### src/rtl/cpu_pkg.sv
// Shared CPU constants used by the fetch queue and its storage.
package cpu_pkg;
  localparam int          AW        = 32;
  localparam int          DW        = 32;
  localparam logic [31:0] NOP_INSTR = 32'h0000_0000;
  localparam int          PC_STEP   = 4;
endpackage

### src/rtl/if_queue_ram.sv
// Fetch queue storage: DEPTH x W entries, synchronous write, asynchronous read, no reset.
module if_queue_ram #(
  parameter int DEPTH = 4,
  parameter int W     = 64
) (
  input  logic                     clk,
  input  logic                     we,
  input  logic [$clog2(DEPTH)-1:0] waddr,
  input  logic [W-1:0]             wdata,
  input  logic [$clog2(DEPTH)-1:0] raddr,
  output logic [W-1:0]             rdata
);
  logic [W-1:0] mem [DEPTH];

  // Write the incoming entry at the write pointer
  always_ff @(posedge clk) begin
    if (we) mem[waddr] <= wdata;
  end

  assign rdata = mem[raddr];
endmodule

### src/rtl/if_queue.sv
// Fetch queue between fetch and decode: in-order (PC, instruction) pairs,
// valid/ready on both sides, flushed on a taken branch.
module if_queue #(
  parameter int DEPTH = 4,
  parameter int AW    = cpu_pkg::AW,
  parameter int DW    = cpu_pkg::DW
) (
  input  logic                   clk,
  input  logic                   rst_n,
  input  logic                   fetch_valid,
  input  logic [AW-1:0]          fetch_pc,
  input  logic [DW-1:0]          instruction,
  output logic                   fetch_ready,
  input  logic                   flush,
  output logic                   dec_valid,
  output logic [AW-1:0]          dec_pc,
  output logic [AW-1:0]          dec_pc4,
  output logic [DW-1:0]          dec_instr,
  input  logic                   dec_ready,
  output logic [$clog2(DEPTH):0] count,
  output logic                   overflow
);
  import cpu_pkg::*;

  localparam int PW = $clog2(DEPTH);
  localparam int CW = PW + 1;
  localparam int EW = AW + DW;

  logic [PW-1:0] rd_ptr;
  logic [PW-1:0] wr_ptr;
  logic [PW-1:0] rd_next;
  logic [CW-1:0] count_next;
  logic          push;
  logic          pop;
  logic [EW-1:0] ram_rdata;
  logic [EW-1:0] head_entry;

  assign fetch_ready = (count < CW'(DEPTH));
  assign dec_pc4     = dec_pc + AW'(PC_STEP);

  // Handshakes, next read pointer, next occupancy and the entry that becomes head
  always_comb begin
    push       = fetch_valid & fetch_ready & ~flush;
    pop        = dec_valid & dec_ready & ~flush;
    rd_next    = pop ? rd_ptr + PW'(1) : rd_ptr;
    count_next = flush ? '0 : count + CW'(push) - CW'(pop);
    // The pair being written this cycle becomes head when nothing older remains
    head_entry = (push && (rd_next == wr_ptr)) ? {fetch_pc, instruction} : ram_rdata;
  end

  if_queue_ram #(
    .DEPTH(DEPTH),
    .W    (EW)
  ) u_ram (
    .clk  (clk),
    .we   (push),
    .waddr(wr_ptr),
    .wdata({fetch_pc, instruction}),
    .raddr(rd_next),
    .rdata(ram_rdata)
  );

  // Pointer and occupancy bookkeeping; flush discards everything queued
  always_ff @(posedge clk or negedge rst_n) begin
    if (!rst_n) begin
      rd_ptr <= '0;
      wr_ptr <= '0;
      count  <= '0;
    end else begin
      rd_ptr <= flush ? wr_ptr : rd_next;
      if (push) wr_ptr <= wr_ptr + PW'(1);
      count <= count_next;
    end
  end

  // Registered head presentation; holds last values while the queue is empty
  always_ff @(posedge clk or negedge rst_n) begin
    if (!rst_n) begin
      dec_valid <= 1'b0;
      dec_pc    <= '0;
      dec_instr <= DW'(NOP_INSTR);
    end else begin
      dec_valid <= (count_next != '0);
      if (count_next != '0) {dec_pc, dec_instr} <= head_entry;
    end
  end

  // Sticky overflow: fetch offered a pair while the queue was full
  always_ff @(posedge clk or negedge rst_n) begin
    if (!rst_n) overflow <= 1'b0;
    else if (fetch_valid && !fetch_ready && !flush) overflow <= 1'b1;
  end
endmodule

### config.mk
export PLATFORM = sky130hd
export DESIGN_NAME = if_queue
export DESIGN_NICKNAME = d
export VERILOG_FILES = /design/src/rtl/cpu_pkg.sv /design/src/rtl/if_queue_ram.sv /design/src/rtl/if_queue.sv
export SDC_FILE = /design/constraint.sdc
export NUM_CORES = 1
export LEC_CHECK = 0
export ABC_CLOCK_PERIOD_IN_PS = 11400
export BUFFER_PORTS_ARGS = -buffer_cell sky130_fd_sc_hd__buf_2
export CAP_MARGIN = 25
export CORE_ASPECT_RATIO = 2
export CORE_MARGIN = 2
export CORE_UTILIZATION = 40
export CTS_CLUSTER_DIAMETER = 80
export DETAILED_ROUTE_END_ITERATION = 8
export GPL_TIMING_DRIVEN = 0
export SETUP_SLACK_MARGIN = 0.15
export SKIP_CTS_REPAIR_TIMING = 1
export SLEW_MARGIN = 25
export SYNTH_ARGS = -nofsm -noshare
export SYNTH_HDL_FRONTEND = slang
export SYNTH_HIERARCHICAL = 1
export SYNTH_SLANG_ARGS = --single-unit
### constraint.sdc
create_clock -name clk -period 11.4 [get_ports clk]
set_input_delay 2.85 -clock clk [delete_from_list [all_inputs] [get_ports clk]]
set_output_delay 2.85 -clock clk [all_outputs]
set_load 0.01 [all_outputs]
==> flow_metrics.env <==
export IMPL_final_hold_viol_count=0
export IMPL_period_share_pct=53.2
export IMPL_final_antenna_net_count=0
export IMPL_synth_top_flop_cell="edfxtp_1"
export IMPL_yosysUniqueCellTypes=42
export IMPL_switching_share_pct=36.1
export IMPL_synth_area_per_cell_sq_um=16.7
export IMPL_fin_crit_ns=6.07
export IMPL_portBuffers=170
export IMPL_worstMarginPinSlew_ns=0.696
export IMPL_wl_per_cell_um=22.1
export IMPL_mostFrequentLayoutCell="edfxtp_1"
export IMPL_grt_pass1_wl_um=50700
export IMPL_seq_area_frac_synth_pct=70.2
export IMPL_async_flop_share_pct=22.2
export IMPL_syn_inst=811
export IMPL_p_total_mw=4.68
export IMPL_antenna_found_initial=4
export IMPL_tritoncts="yes"
export IMPL_dieArea_sq_mm=0.0354
export IMPL_start_util_pct=40.4
export IMPL_cts_clk_slew_worst_paths_ns=0.07
export IMPL_finalClockSkew_ns=0.0166
export IMPL_cts_buffer_depth=3
export IMPL_max_freq_mhz=165
export IMPL_drtPass1Iterations=5
export IMPL_cp_required_ns=11.84
export IMPL_critPathKind="input port to flop"
export IMPL_pwr_share_comb_pct=41.9
export IMPL_crit_path_max_fanout=10
export IMPL_ys_ff_latch=329
export IMPL_drt_iter0_drc=560
export IMPL_synth_nets=884
export IMPL_io_pins=171
export IMPL_grt_usage_pct=18.9
export IMPL_grt_pass1_vias=8548
export IMPL_dpl_hpwl_um=22500
export IMPL_pre_cts_ws_ns=4.73
export IMPL_cp_data_arrival_time_ns=6.51
export IMPL_setup_viol=0
export IMPL_setup_slack_ns=5.33
export IMPL_gp_congestion=0.736
export IMPL_root_buffer="clkbuf_16"
export IMPL_die_w_um=134
export IMPL_synth_edff_count=256
export IMPL_p_per_area_mw_per_mm2=289
export IMPL_area_growth_pct=19.5
export IMPL_leakage_nw=5.76
export IMPL_drt_wl_total_um=33000
export IMPL_rsz0062_at_grt="false"
export IMPL_internal_power_mw=2.99
export IMPL_timing_reg2reg_setup_slack_ns=7.41
export IMPL_p_clk_share_pct=21.9
export IMPL_crit_path_end_kind="flop"
export IMPL_cts_htree_levels=1
export IMPL_std_cell_rows=95
export IMPL_vias=8117
export IMPL_slew_headroom_pct=53.5
export IMPL_final_max_slew_viol_count=0
export IMPL_timing_max_cap_violations=0
export IMPL_die_h_um=264
export IMPL_drive_above_1_share_pct=33.2
export IMPL_viasPerCell=5.45
export IMPL_final_cell_mix="256 x edfxtp_1, 181 x buf_2, 73 x dfrtp_1, 69 x nor2_1"
export IMPL_hp_class="flop to flop"
export IMPL_gr_total_overflow=0
export IMPL_numCtsBuffers=28
export IMPL_core_sq_mm=0.0335
export IMPL_peakVddDrop_mv=0.138
export IMPL_start_kind="input port"
export IMPL_yosysWarnings=6
export IMPL_sequentialPowerShare_pct=36.2
export IMPL_grt_max_degree=50
export IMPL_insertion_delay_ns=0.56
export IMPL_cts_sinks=329
export IMPL_worstRegToRegCells=18
export IMPL_status="finished, final reports clean"
export IMPL_drc=0
export IMPL_nNetsFinal=1100
export IMPL_p_switching_mw=1.69
export IMPL_synth_area_sq_mm=0.0135
export IMPL_tns_ns=0
export IMPL_hold_depth=1
==> path summary, 6_finish.rpt <==
check | startpoint | end
max in group asynchronous | rst_n | dec_instr[7]
setup / recovery | flush | dec_instr[4]
hold / removal | overflow | overflow
hold reg to reg | overflow | overflow
min in group asynchronous | rst_n | dec_instr[26]
setup reg to reg | count[2] | dec_instr[4]
==> state kept, by name (all words and copies together) (netlist names) <==
name,flops
count,3
dec_instr,32
dec_pc,32
dec_valid,1
overflow,1
rd_ptr,2
u_ram/mem,256
wr_ptr,2
==> layout make-up <==
class	count	area, sq um
diodes	4	10.0
plain buffers	56	499
clock buffers	33	761
clock inverters	19	240
fillers	2923	17300
inverters	8	30.0
multi-input cells	418	3520
flip-flops and latches	329	9510
well taps	436	546
repair buffers	186	1060
==> kinds of logic (layout without fill, tap and decap cells) <==
logic type	Yosys count	after routing	share of synthesized area (%)
DFF	329	329	70.2
AOI/OAI and AO/OA	195	195	8.00
and+or+nand+nor	119	119	4.20
muxes	66	66	10.9
buffers and inverters	64	302	3.91
xor gates and xnor gates	34	34	2.30
adders and majority gates	4	4	0.425
other	0	4	0
==> synth_stat cells, drive strengths merged (2+ instances only) <==
cell type    n  share of area [%]
nand4        4               0.18
nand3        9               0.33
buf         35                2.8
nor2        69                1.9
edfxtp     256                 57
and3b        3               0.22
xnor2       24                1.6
a31oi       64                3.0
nand2       12               0.33
and4         6               0.39
inv          8               0.22
xor2         9               0.58
mux2         2               0.17
a21oi       63                2.3
mux4        64                 11
o21ai       64                2.4
clkbuf      21               0.89
ha           3               0.28
and3        10               0.46
dfrtp       73                 13
==> power groups by stage <==
stage / logic [mW] / registers [mW] / clock network (mW)
floorplan: 1.28 / 1.74 / 0
global placement: 1.95 / 1.73 / 0
detailed placement: 1.99 / 1.72 / 0
CTS: 2.00 / 1.70 / 1.05
global route: 2.15 / 1.72 / 1.09
finish: 1.96 / 1.69 / 1.03
==> critical path, cell delays in order <==
cell and delay (ns):
buf_2 0.16, inv_2 0.08, and3_1 0.17, buf_2 0.15, inv_1 0.10, buf_6 0.17, clkbuf_1 0.47, ha_1 0.34
inv_1 0.06, ha_1 0.13, inv_1 0.05, fa_1 0.36, xnor3_1 0.21, nor2_1 0.05, nor3_1 0.34, inv_2 0.24
clkbuf_1 0.33, nor2_1 0.17, a21oi_1 0.06
==> routing by layer <==
metal  wire length (um)  GRT usage [%]
met1              12100           22.0
met2              18300           35.0
met3               1370           1.90
met4               1170           7.88
met5                  0              0
==> metrics by stage <==
stage	instance area, sq um	hold slack (ns)	utilization (%)	instances
after floorplan	13500	0.512	-	811
after global routing	16200	0.518	48.3	1489
after detailed placement	15200	0.467	45.3	1433
after global placement	14900	0.450	44.6	1417
after CTS	16200	0.485	48.2	1485
final	16200	0.482	48.3	1489
No activity file was read; power rests on OpenSTA's default activity.
